===== src/rtl/dac_pacer.sv =====
// -----------------------------------------------------------------------------
// dac_pacer
//
// Sits between the DUC output stream and the DAC. Samples are buffered in a
// small FIFO and released one per DAC update tick. The tick comes from a
// programmable down-counter (a tick every rate_div+1 cycles). A small
// IDLE/PRIME/RUN controller makes start-up priming and underflow behave
// deterministically, so the DAC never sees a stalled or garbage sample.
//
// Optional feature (macro DAC_PACER_UNDERFLOW_CNT_EN):
//   adds underflow_count_out, a 16-bit saturating count of underflow pulses,
//   cleared by reset and by a rising edge of enable.
//
// Ports:
//   clk                 system clock
//   arst_n              asynchronous active-low reset
//   enable              run control, level-sensitive
//   rate_div            tick period minus one, sampled at counter reload
//   src_data_in         signed sample from the DUC
//   src_valid_in        src_data_in is valid
//   src_ready_out       FIFO can accept a sample (registered state only)
//   dac_data_out        registered sample to the DAC
//   dac_strobe_out      one-cycle pulse: dac_data_out updated this cycle
//   underflow_out       one-cycle pulse: a tick found the FIFO empty
//   fill_level_out      FIFO occupancy, 0..DEPTH
//   underflow_count_out (optional) saturating underflow count
// -----------------------------------------------------------------------------
module dac_pacer #(
   parameter int DATA_WIDTH     = 16,
   parameter int DEPTH          = 16,
   parameter int RATE_W         = 8,
   parameter int PRIME_LEVEL    = 8,
   parameter int UNDERFLOW_MODE = 0
) (
   input  logic                         clk,
   input  logic                         arst_n,
   input  logic                         enable,
   input  logic [RATE_W-1:0]            rate_div,
   input  logic signed [DATA_WIDTH-1:0] src_data_in,
   input  logic                         src_valid_in,
   output logic                         src_ready_out,
   output logic signed [DATA_WIDTH-1:0] dac_data_out,
   output logic                         dac_strobe_out,
   output logic                         underflow_out,
   output logic [$clog2(DEPTH):0]       fill_level_out
`ifdef DAC_PACER_UNDERFLOW_CNT_EN
   ,
   output logic [15:0]                  underflow_count_out
`endif
);

   localparam int AW = $clog2(DEPTH);
   localparam int PW = AW + 1;

   typedef enum logic [1:0] {
      S_IDLE  = 2'd0,
      S_PRIME = 2'd1,
      S_RUN   = 2'd2
   } state_t;

   // Value driven on an underflow tick: zero, or the last sample held.
   function automatic logic signed [DATA_WIDTH-1:0] underflow_value(
      input logic signed [DATA_WIDTH-1:0] last_sample
   );
      if (UNDERFLOW_MODE == 1) return last_sample;
      else                     return '0;
   endfunction

   state_t                         state_q, state_d;
   logic [PW-1:0]                  wr_ptr_q, rd_ptr_q;
   logic [PW-1:0]                  fill;
   logic                           full;
   logic                           wr_en;
   logic                           pop;
   logic                           uf_evt;
   logic                           strobe_d;
   logic signed [DATA_WIDTH-1:0]   data_d;
   logic [RATE_W-1:0]              cnt_q;
   logic                           tick;
   logic signed [DATA_WIDTH-1:0]   mem [DEPTH];

   // ---- FIFO: pointers carry a wrap bit, so fill is a plain difference ----
   assign fill           = wr_ptr_q - rd_ptr_q;
   assign full           = (fill == PW'(DEPTH));
   assign src_ready_out  = !full;
   assign fill_level_out = fill;
   assign wr_en          = src_valid_in && src_ready_out;

   always_ff @(posedge clk) begin
      if (wr_en) mem[wr_ptr_q[AW-1:0]] <= src_data_in;
   end

   always_ff @(posedge clk or negedge arst_n) begin
      if (!arst_n) begin
         wr_ptr_q <= '0;
         rd_ptr_q <= '0;
      end else begin
         if (wr_en) wr_ptr_q <= wr_ptr_q + 1'b1;
         if (pop)   rd_ptr_q <= rd_ptr_q + 1'b1;
      end
   end

   // ---- Tick counter: runs only in RUN, parked at 0 otherwise ----
   // Parking at 0 makes the first RUN cycle a tick.
   assign tick = (cnt_q == '0);

   always_ff @(posedge clk or negedge arst_n) begin
      if (!arst_n)               cnt_q <= '0;
      else if (state_q != S_RUN) cnt_q <= '0;
      else if (tick)             cnt_q <= rate_div;
      else                       cnt_q <= cnt_q - 1'b1;
   end

   // ---- Controller: next state and next output values ----
   always_ff @(posedge clk or negedge arst_n) begin
      if (!arst_n) state_q <= S_IDLE;
      else         state_q <= state_d;
   end

   always_comb begin
      state_d  = state_q;
      pop      = 1'b0;
      uf_evt   = 1'b0;
      strobe_d = 1'b0;
      data_d   = dac_data_out;
      case (state_q)
         S_IDLE: begin
            data_d = '0;
            if (enable) state_d = S_PRIME;
         end
         S_PRIME: begin
            if (!enable) begin
               state_d = S_IDLE;
               data_d  = '0;
            end else if (fill >= PW'(PRIME_LEVEL)) begin
               state_d = S_RUN;
            end
         end
         S_RUN: begin
            // Dropping enable wins over a coincident tick.
            if (!enable) begin
               state_d = S_IDLE;
               data_d  = '0;
            end else if (tick) begin
               strobe_d = 1'b1;
               if (fill != '0) begin
                  pop    = 1'b1;
                  data_d = mem[rd_ptr_q[AW-1:0]];
               end else begin
                  uf_evt  = 1'b1;
                  data_d  = underflow_value(dac_data_out);
                  state_d = S_PRIME;
               end
            end
         end
         default: begin
            state_d = S_IDLE;
            data_d  = '0;
         end
      endcase
   end

   // ---- Output register stage ----
   always_ff @(posedge clk or negedge arst_n) begin
      if (!arst_n) begin
         dac_data_out   <= '0;
         dac_strobe_out <= 1'b0;
         underflow_out  <= 1'b0;
      end else begin
         dac_data_out   <= data_d;
         dac_strobe_out <= strobe_d;
         underflow_out  <= uf_evt;
      end
   end

`ifdef DAC_PACER_UNDERFLOW_CNT_EN
   // Saturating increment: the count sticks at all-ones instead of wrapping.
   function automatic logic [15:0] sat_inc(input logic [15:0] v);
      if (v == 16'hFFFF) return v;
      else               return v + 16'd1;
   endfunction

   logic        enable_q;
   logic [15:0] uf_cnt_q;

   always_ff @(posedge clk or negedge arst_n) begin
      if (!arst_n) begin
         enable_q <= 1'b0;
         uf_cnt_q <= '0;
      end else begin
         enable_q <= enable;
         if (enable && !enable_q) uf_cnt_q <= '0;
         else if (uf_evt)         uf_cnt_q <= sat_inc(uf_cnt_q);
      end
   end

   assign underflow_count_out = uf_cnt_q;
`endif

endmodule


===== config.mk =====
export PLATFORM = sky130hd
export DESIGN_NAME = dac_pacer
export DESIGN_NICKNAME = d
export VERILOG_FILES = /design/src/rtl/dac_pacer.sv
export SDC_FILE = /design/constraint.sdc
export NUM_CORES = 1
export LEC_CHECK = 0
export BUFFER_PORTS_ARGS = -buffer_cell sky130_fd_sc_hd__buf_2
export CORE_MARGIN = 1.5
export CORE_UTILIZATION = 29
export DETAILED_ROUTE_END_ITERATION = 6
export GPL_TIMING_DRIVEN = 0
export PLACE_DENSITY = 0.52
export SYNTH_ARGS = -nofsm -noshare
export SYNTH_HDL_FRONTEND = slang
export SYNTH_SLANG_ARGS = --single-unit

===== constraint.sdc =====
create_clock -name clk -period 4.8 [get_ports clk]
set_input_delay 0.48 -clock clk [delete_from_list [all_inputs] [get_ports clk]]
set_output_delay 0.48 -clock clk [all_outputs]
set_load 0.01 [all_outputs]

## Word level (Yosys, flattened, before mapping)

Memories as Yosys holds them, arrays and structs flattened.
Cells that the tools add are included.

| storage, ports and cells | value |
|---|---|
| memories kept | 1 |
| input port bits | 28 |
| RAM bits | 256 |
| bits in registers | 38 |
| output and inout port bits | 24 |
| word-level logic and storage cells | 56 |

Memories:

| name | depth | width | read ports | clocked after Yosys merged registers in | wr ports | line | text |
|---|---|---|---|---|---|---|---|
| mem | 16 | 16 | 1 | 0 | 1 | 80 | `logic signed [DATA_WIDTH-1:0] mem [DEPTH];` |

| operators by class | value |
|---|---|
| $add $sub $neg | 4 |
| mux-type cells | 27 |
| reductions and logical operators | 7 |
| $lt $le $gt $ge | 1 |
| equal/unequal tests | 9 |

Operators with widths:

| kind | count |
|---|---|
| $mux 16 | 4 |
| $pmux 16 s2 | 1 |
| $mux 8 | 2 |
| $mux 1 | 13 |
| $mux 2 | 6 |
| $add 5x1->5 const B | 2 |
| $ne 3x3->1 const B | 3 |
| $logic_not 8->1 | 1 |
| $sub 8x1->8 const B | 1 |
| $ne 2x2->1 const B | 3 |
| $pmux 2 s3 | 1 |
| $eq 5x5->1 const B | 1 |
| $ge 5x4->1 const B | 1 |
| $reduce_bool 5->1 | 1 |
| $sub 5x5->5 | 1 |
| $reduce_and 4->1 | 1 |
| $eq 2x1->1 const B | 1 |
| $eq 2x2->1 const B | 1 |
| $logic_not 2->1 | 1 |
| $reduce_and 2->1 | 1 |
| $logic_and 1x1->1 | 1 |
| $logic_not 1->1 | 1 |

## Depth between registers and ports, before layout

| depth | value |
|---|---|
| depth after elaboration | 6 |
| mapped depth | 12 |
| gate-level depth less buffers | 11 |

## Worst setup path before layout

OpenSTA, ideal clock, no wires.

| path | value |
|---|---|
| path type | register to register |
| start point | reg rd_ptr_q[1] |
| end point | mem mem[3][0] (enable) |
| stages on the path, launching flop included | 12 |
| library setup time | 374 ps |
| arrival | 3019 ps |
| period minus slack after synthesis | 3392 ps |
| required time | 4426 ps |
| setup slack | 1408 ps |
| buffers on the path | 3 |
| path through | dfrtp_1 clkbuf_1 buf_2 inv_1 fa_1 a21o_1 a21oi_2 xor2_2 inv_2 a31oi_4 buf_2 and3_1 |

| on the way | value |
|---|---|
| cells in the longest elaborated chain, start to end | 6 |

Ends and longest elaborated chain:

| item | line | text |
|---|---|---|
| start, declared | 70 | `logic [PW-1:0] wr_ptr_q, rd_ptr_q;` |
| start signal, assigned | 99 | `if (pop) rd_ptr_q <= rd_ptr_q + 1'b1;` |
| $sub 5x5->5 | 83 | `assign fill = wr_ptr_q - rd_ptr_q;` |
| named net fill_level_out[4] | 45 | `output logic [$clog2(DEPTH):0] fill_level_out` |
| $eq 5x5->1 | 84 | `assign full = (fill == PW'(DEPTH));` |
| $logic_not 1->1 | 85 | `assign src_ready_out = !full;` |
| $logic_and 1x1->1 | 87 | `assign wr_en = src_valid_in && src_ready_out;` |
| $mux 1 | 90 | `if (wr_en) mem[wr_ptr_q[AW-1:0]] <= src_data_in;` |
| $mux 1 (not written as such) | 90 |  |
| end, declared | 80 |  |

The timed path passes the listed nets, and every way through them passes these cells.

## Worst setup path after layout

| path | value |
|---|---|
| start point | reg rd_ptr_q[1] |
| end point | mem mem[9][1] (enable) |

| on the way | value |
|---|---|
| cells in the longest elaborated chain, start to end | 6 |

Ends and longest elaborated chain:

| item | line |
|---|---|
| $sub 5x5->5 | 83 |
| $eq 5x5->1 | 84 |
| $logic_not 1->1 | 85 |
| $logic_and 1x1->1 | 87 |
| $mux 1 | 90 |
| $mux 1 (not written as such) | 90 |

Every way passes these cells.

==> flow_summary.json <==
{
  "dp_hpwl_um": 16140,
  "layout.nets": 702,
  "gp_congestion": 0.7328,
  "ys_warn_count": 0,
  "fin_skew_ns": 0.01581,
  "drtPass1Iterations": 5,
  "wl_met2_um": 13450,
  "layoutNonFillerInstCount": 1210,
  "cp.arrival_ns": 4.55,
  "antenna_found_initial": 0,
  "hold_class": "in -> async",
  "wl_met1_um": 11610,
  "routed_wl_um": 26790,
  "clockBufferDepth": 3,
  "synth.cell_area_mm2": 0.01160,
  "yosysUniqueCellTypes": 50,
  "hold_ws_ns": 0.1706,
  "topRoutingLayerUsed": "met4",
  "chipWidth_um": 203.0,
  "placed_cells": 1151,
  "switching_power_mw": 2.644,
  "start_kind": "flop",
  "relSlewSlack_pct": 30.39,
  "core_mm2": 0.03955,
  "worstSetupEndpointType": "flop",
  "fin_crit_ns": 4.428,
  "final_util_pct": 34.28,
  "synth_flop_cell": "edfxtp_1",
  "rows": 73,
  "via_per_inst": 4.697,
  "floorplan.initialDensity_pct": 29.32,
  "worstPathMaxFanout": 16,
  "avgSynthCellArea_um2": 20.17,
  "synthToLayoutAreaGrowth_pct": 16.90,
  "p_int_mw": 5.625,
  "worstSkewPairLatency_ns": 0.50,
  "path_class": "reg -> reg",
  "tightest_slew_ns": 1.044,
  "required_ns": 4.92,
  "drc": 0,
  "cts.clk_slew.worst_paths_ns": 0.06,
  "status": "complete, no violations",
  "detail-route-antenna-nets": 0,
  "antennaDiodeCount": 0,
  "yosysSeqAreaShare_pct": 74.49,
  "die_h_um": 203.0,
  "rrSetupSlack_ns": 0.37,
  "cts.sinks": 294,
  "grt_pass1_wl_um": 39320,
  "synth_nets": 615,
  "synthArstFlopShare_pct": 12.93,
  "io_buffers": 51,
  "hold_violations": 0,
  "drv_cap": 0,
  "tns_ns": 0,
  "post-cts-setup-buffers": 0,
  "cts_tree": "done",
  "finalSetupViolations": 0,
  "seq_power_share_pct": 39.3,
  "grt_overflow": 0,
  "die_area_mm2": 0.04119,
  "sw_frac_of_total_pct": 31.98,
  "htreeDepth": 2,
  "slew_viol_final": 0,
  "synth_edf_count": 256,
  "p_leak_nw": 4.586,
  "cts_inserted_buffers": 34,
  "powerDensity_mw_per_mm2": 610.0,
  "cts_root_buf": "clkbuf_16",
  "route.met3.wl_um": 1189,
  "combPwrFrac_pct": 31.5,
  "grt_max_degree": 39,
  "syn_inst": 575,
  "drive_gt1_share_pct": 30.36,
  "timing.fmax_mhz": 225.9,
  "grt_pass1_vias": 6000,
  "grt_util_all_layers_pct": 13.22,
  "drt-wirelength-per-cell_um": 22.14,
  "synth_seq_cells": 294,
  "rsz0062_at_grt": "false",
  "drt_iter0_drc": 541,
  "pwr-share-clk_pct": 29.2,
  "vias": 5683,
  "peakVddDrop_uv": 283.6,
  "num_io_pins": 52,
  "fin_crit_sh_pct": 92.24
}
[area by class of cell]
| type | instances | area (µm²) |
|---|---|---|
| fill | 3701 | 25990 |
| sequential | 294 | 8638 |
| multi-input combinational | 244 | 2794 |
| clock buffer | 47 | 920.9 |
| tap | 525 | 656.9 |
| timing repair buffer | 51 | 255.2 |
| buffer | 24 | 132.6 |
| clock inverter | 12 | 108.9 |
| inverter | 13 | 48.80 |
[kinds of logic (layout without fill, tap and decap cells)]
logic type	Yosys count	in the layout	synth area share [%]
xor gates and xnor gates	17	17	1.478
and+or+nand+nor	79	79	3.550
buffers and inverters	37	147	1.564
AOI/OAI and AO/OA	71	71	5.028
adders and majority gates	12	12	1.360
muxes	65	65	12.53
DFF	294	294	74.49
[worst max-delay path: stages, from the launching register on]
cell and delay, ns:
dfrtp_1 0.41, clkbuf_1 0.61, buf_2 0.47, inv_1 0.17
fa_1 0.45, a21o_1 0.21, a21oi_2 0.19, xor2_2 0.26
inv_2 0.09, a31oi_4 0.21, buf_6 0.16, and3_1 0.79
[path summary, 6_finish.rpt]
| kind | end | cells after the start | startpoint |
|---|---|---|---|
| worst min-delay path | dac_data_out[2] | 1 | arst_n |
| min in group clk | state_q[0] | 2 | enable |
| max in group asynchronous | dac_data_out[6] | 1 | arst_n |
| worst min register to register | dac_data_out[12] | 2 | dac_data_out[12] |
| worst max-delay path | mem[9][1] | 11 | rd_ptr_q[1] |
| worst max register to register | mem[9][1] | 11 | rd_ptr_q[1] |
[Yosys cell counts, types with 2 or more instances]
cell	instances	area share [%]
nor2_1	19	0.62
buf_2	10	0.43
nor3_2	2	0.17
buf_6	3	0.29
buf_4	2	0.13
inv_1	12	0.39
ha_1	11	1.2
edfxtp_1	256	66
nand2_1	22	0.71
a21oi_2	2	0.15
a211oi_1	8	0.52
xor2_2	2	0.28
o21ai_0	2	0.086
a221oi_1	11	0.83
a22oi_1	2	0.13
nor2b_1	3	0.16
nand4_1	2	0.11
xor2_1	3	0.23
xnor2_1	11	0.83
dfrtp_1	38	8.2
a22o_1	15	1.1
o21ai_1	12	0.52
a221oi_2	4	0.52
clkbuf_1	9	0.29
a21o_1	2	0.13
o21ai_2	4	0.30
nor3_1	3	0.13
nand3_1	3	0.13
and3_1	16	0.86
mux4_2	64	12
a21oi_1	3	0.13
[power by group through the flow]
stage / clock network [mW] / registers, mW / logic (mW)
finish: 2.42 / 3.25 / 2.61
CTS: 2.46 / 3.25 / 2.66
detailed placement: 0 / 3.30 / 2.66
global placement: 0 / 3.30 / 2.64
floorplan: 0 / 3.26 / 1.85
global route: 2.56 / 3.28 / 2.83
[state kept, by name, summed over array words and instances, names as in the netlist]
| register | flops |
|---|---|
| rd_ptr_q | 5 |
| mem | 256 |
| wr_ptr_q | 5 |
| state_q | 2 |
| dac_strobe_out | 1 |
| dac_data_out | 16 |
| cnt_q | 8 |
| underflow_out | 1 |
[what timing repair did]
item	CTS	global route
hold buffers	0	0
resized for setup	2	12
gates cloned	0	0
endpoints found under the setup margin	17	192
[placed cells by master, fill, tap and decap left out, types with 3 or more instances in the layout]
master and instances:
a211oi_1 8, a21oi_1 3, a221oi_1 11, a221oi_2 4, a22o_1 15, and3_2 14, buf_2 61, buf_6 3
clkbuf_1 21, clkbuf_16 35, clkinv_1 6, dfrtp_1 38, edfxtp_1 256, ha_1 11, inv_1 12, mux4_2 64
nand2_1 22, nand3_1 3, nor2_1 19, nor2b_1 3, nor3_1 3, o21ai_1 12, o21ai_2 4, xnor2_1 11
xor2_1 3
[metal layers]
metal  vias up  global-route usage, %
li1       2525                      -
met1      2974                  17.27
met2       138                  22.77
met3        46                  2.199
met4         0                  3.545
met5         -                      0
[per-stage QoR]
step	setup slack, ns	total power, mW	instance area (µm²)
floorplan	1.408	5.113	11600
global placement	-0.01185	5.940	12510
detailed placement	-0.01796	5.962	12510
CTS	0.005906	8.380	13540
global route	0.0005831	8.662	13560
finish	0.3723	8.269	13560
Power figures use the tool's default switching activity.
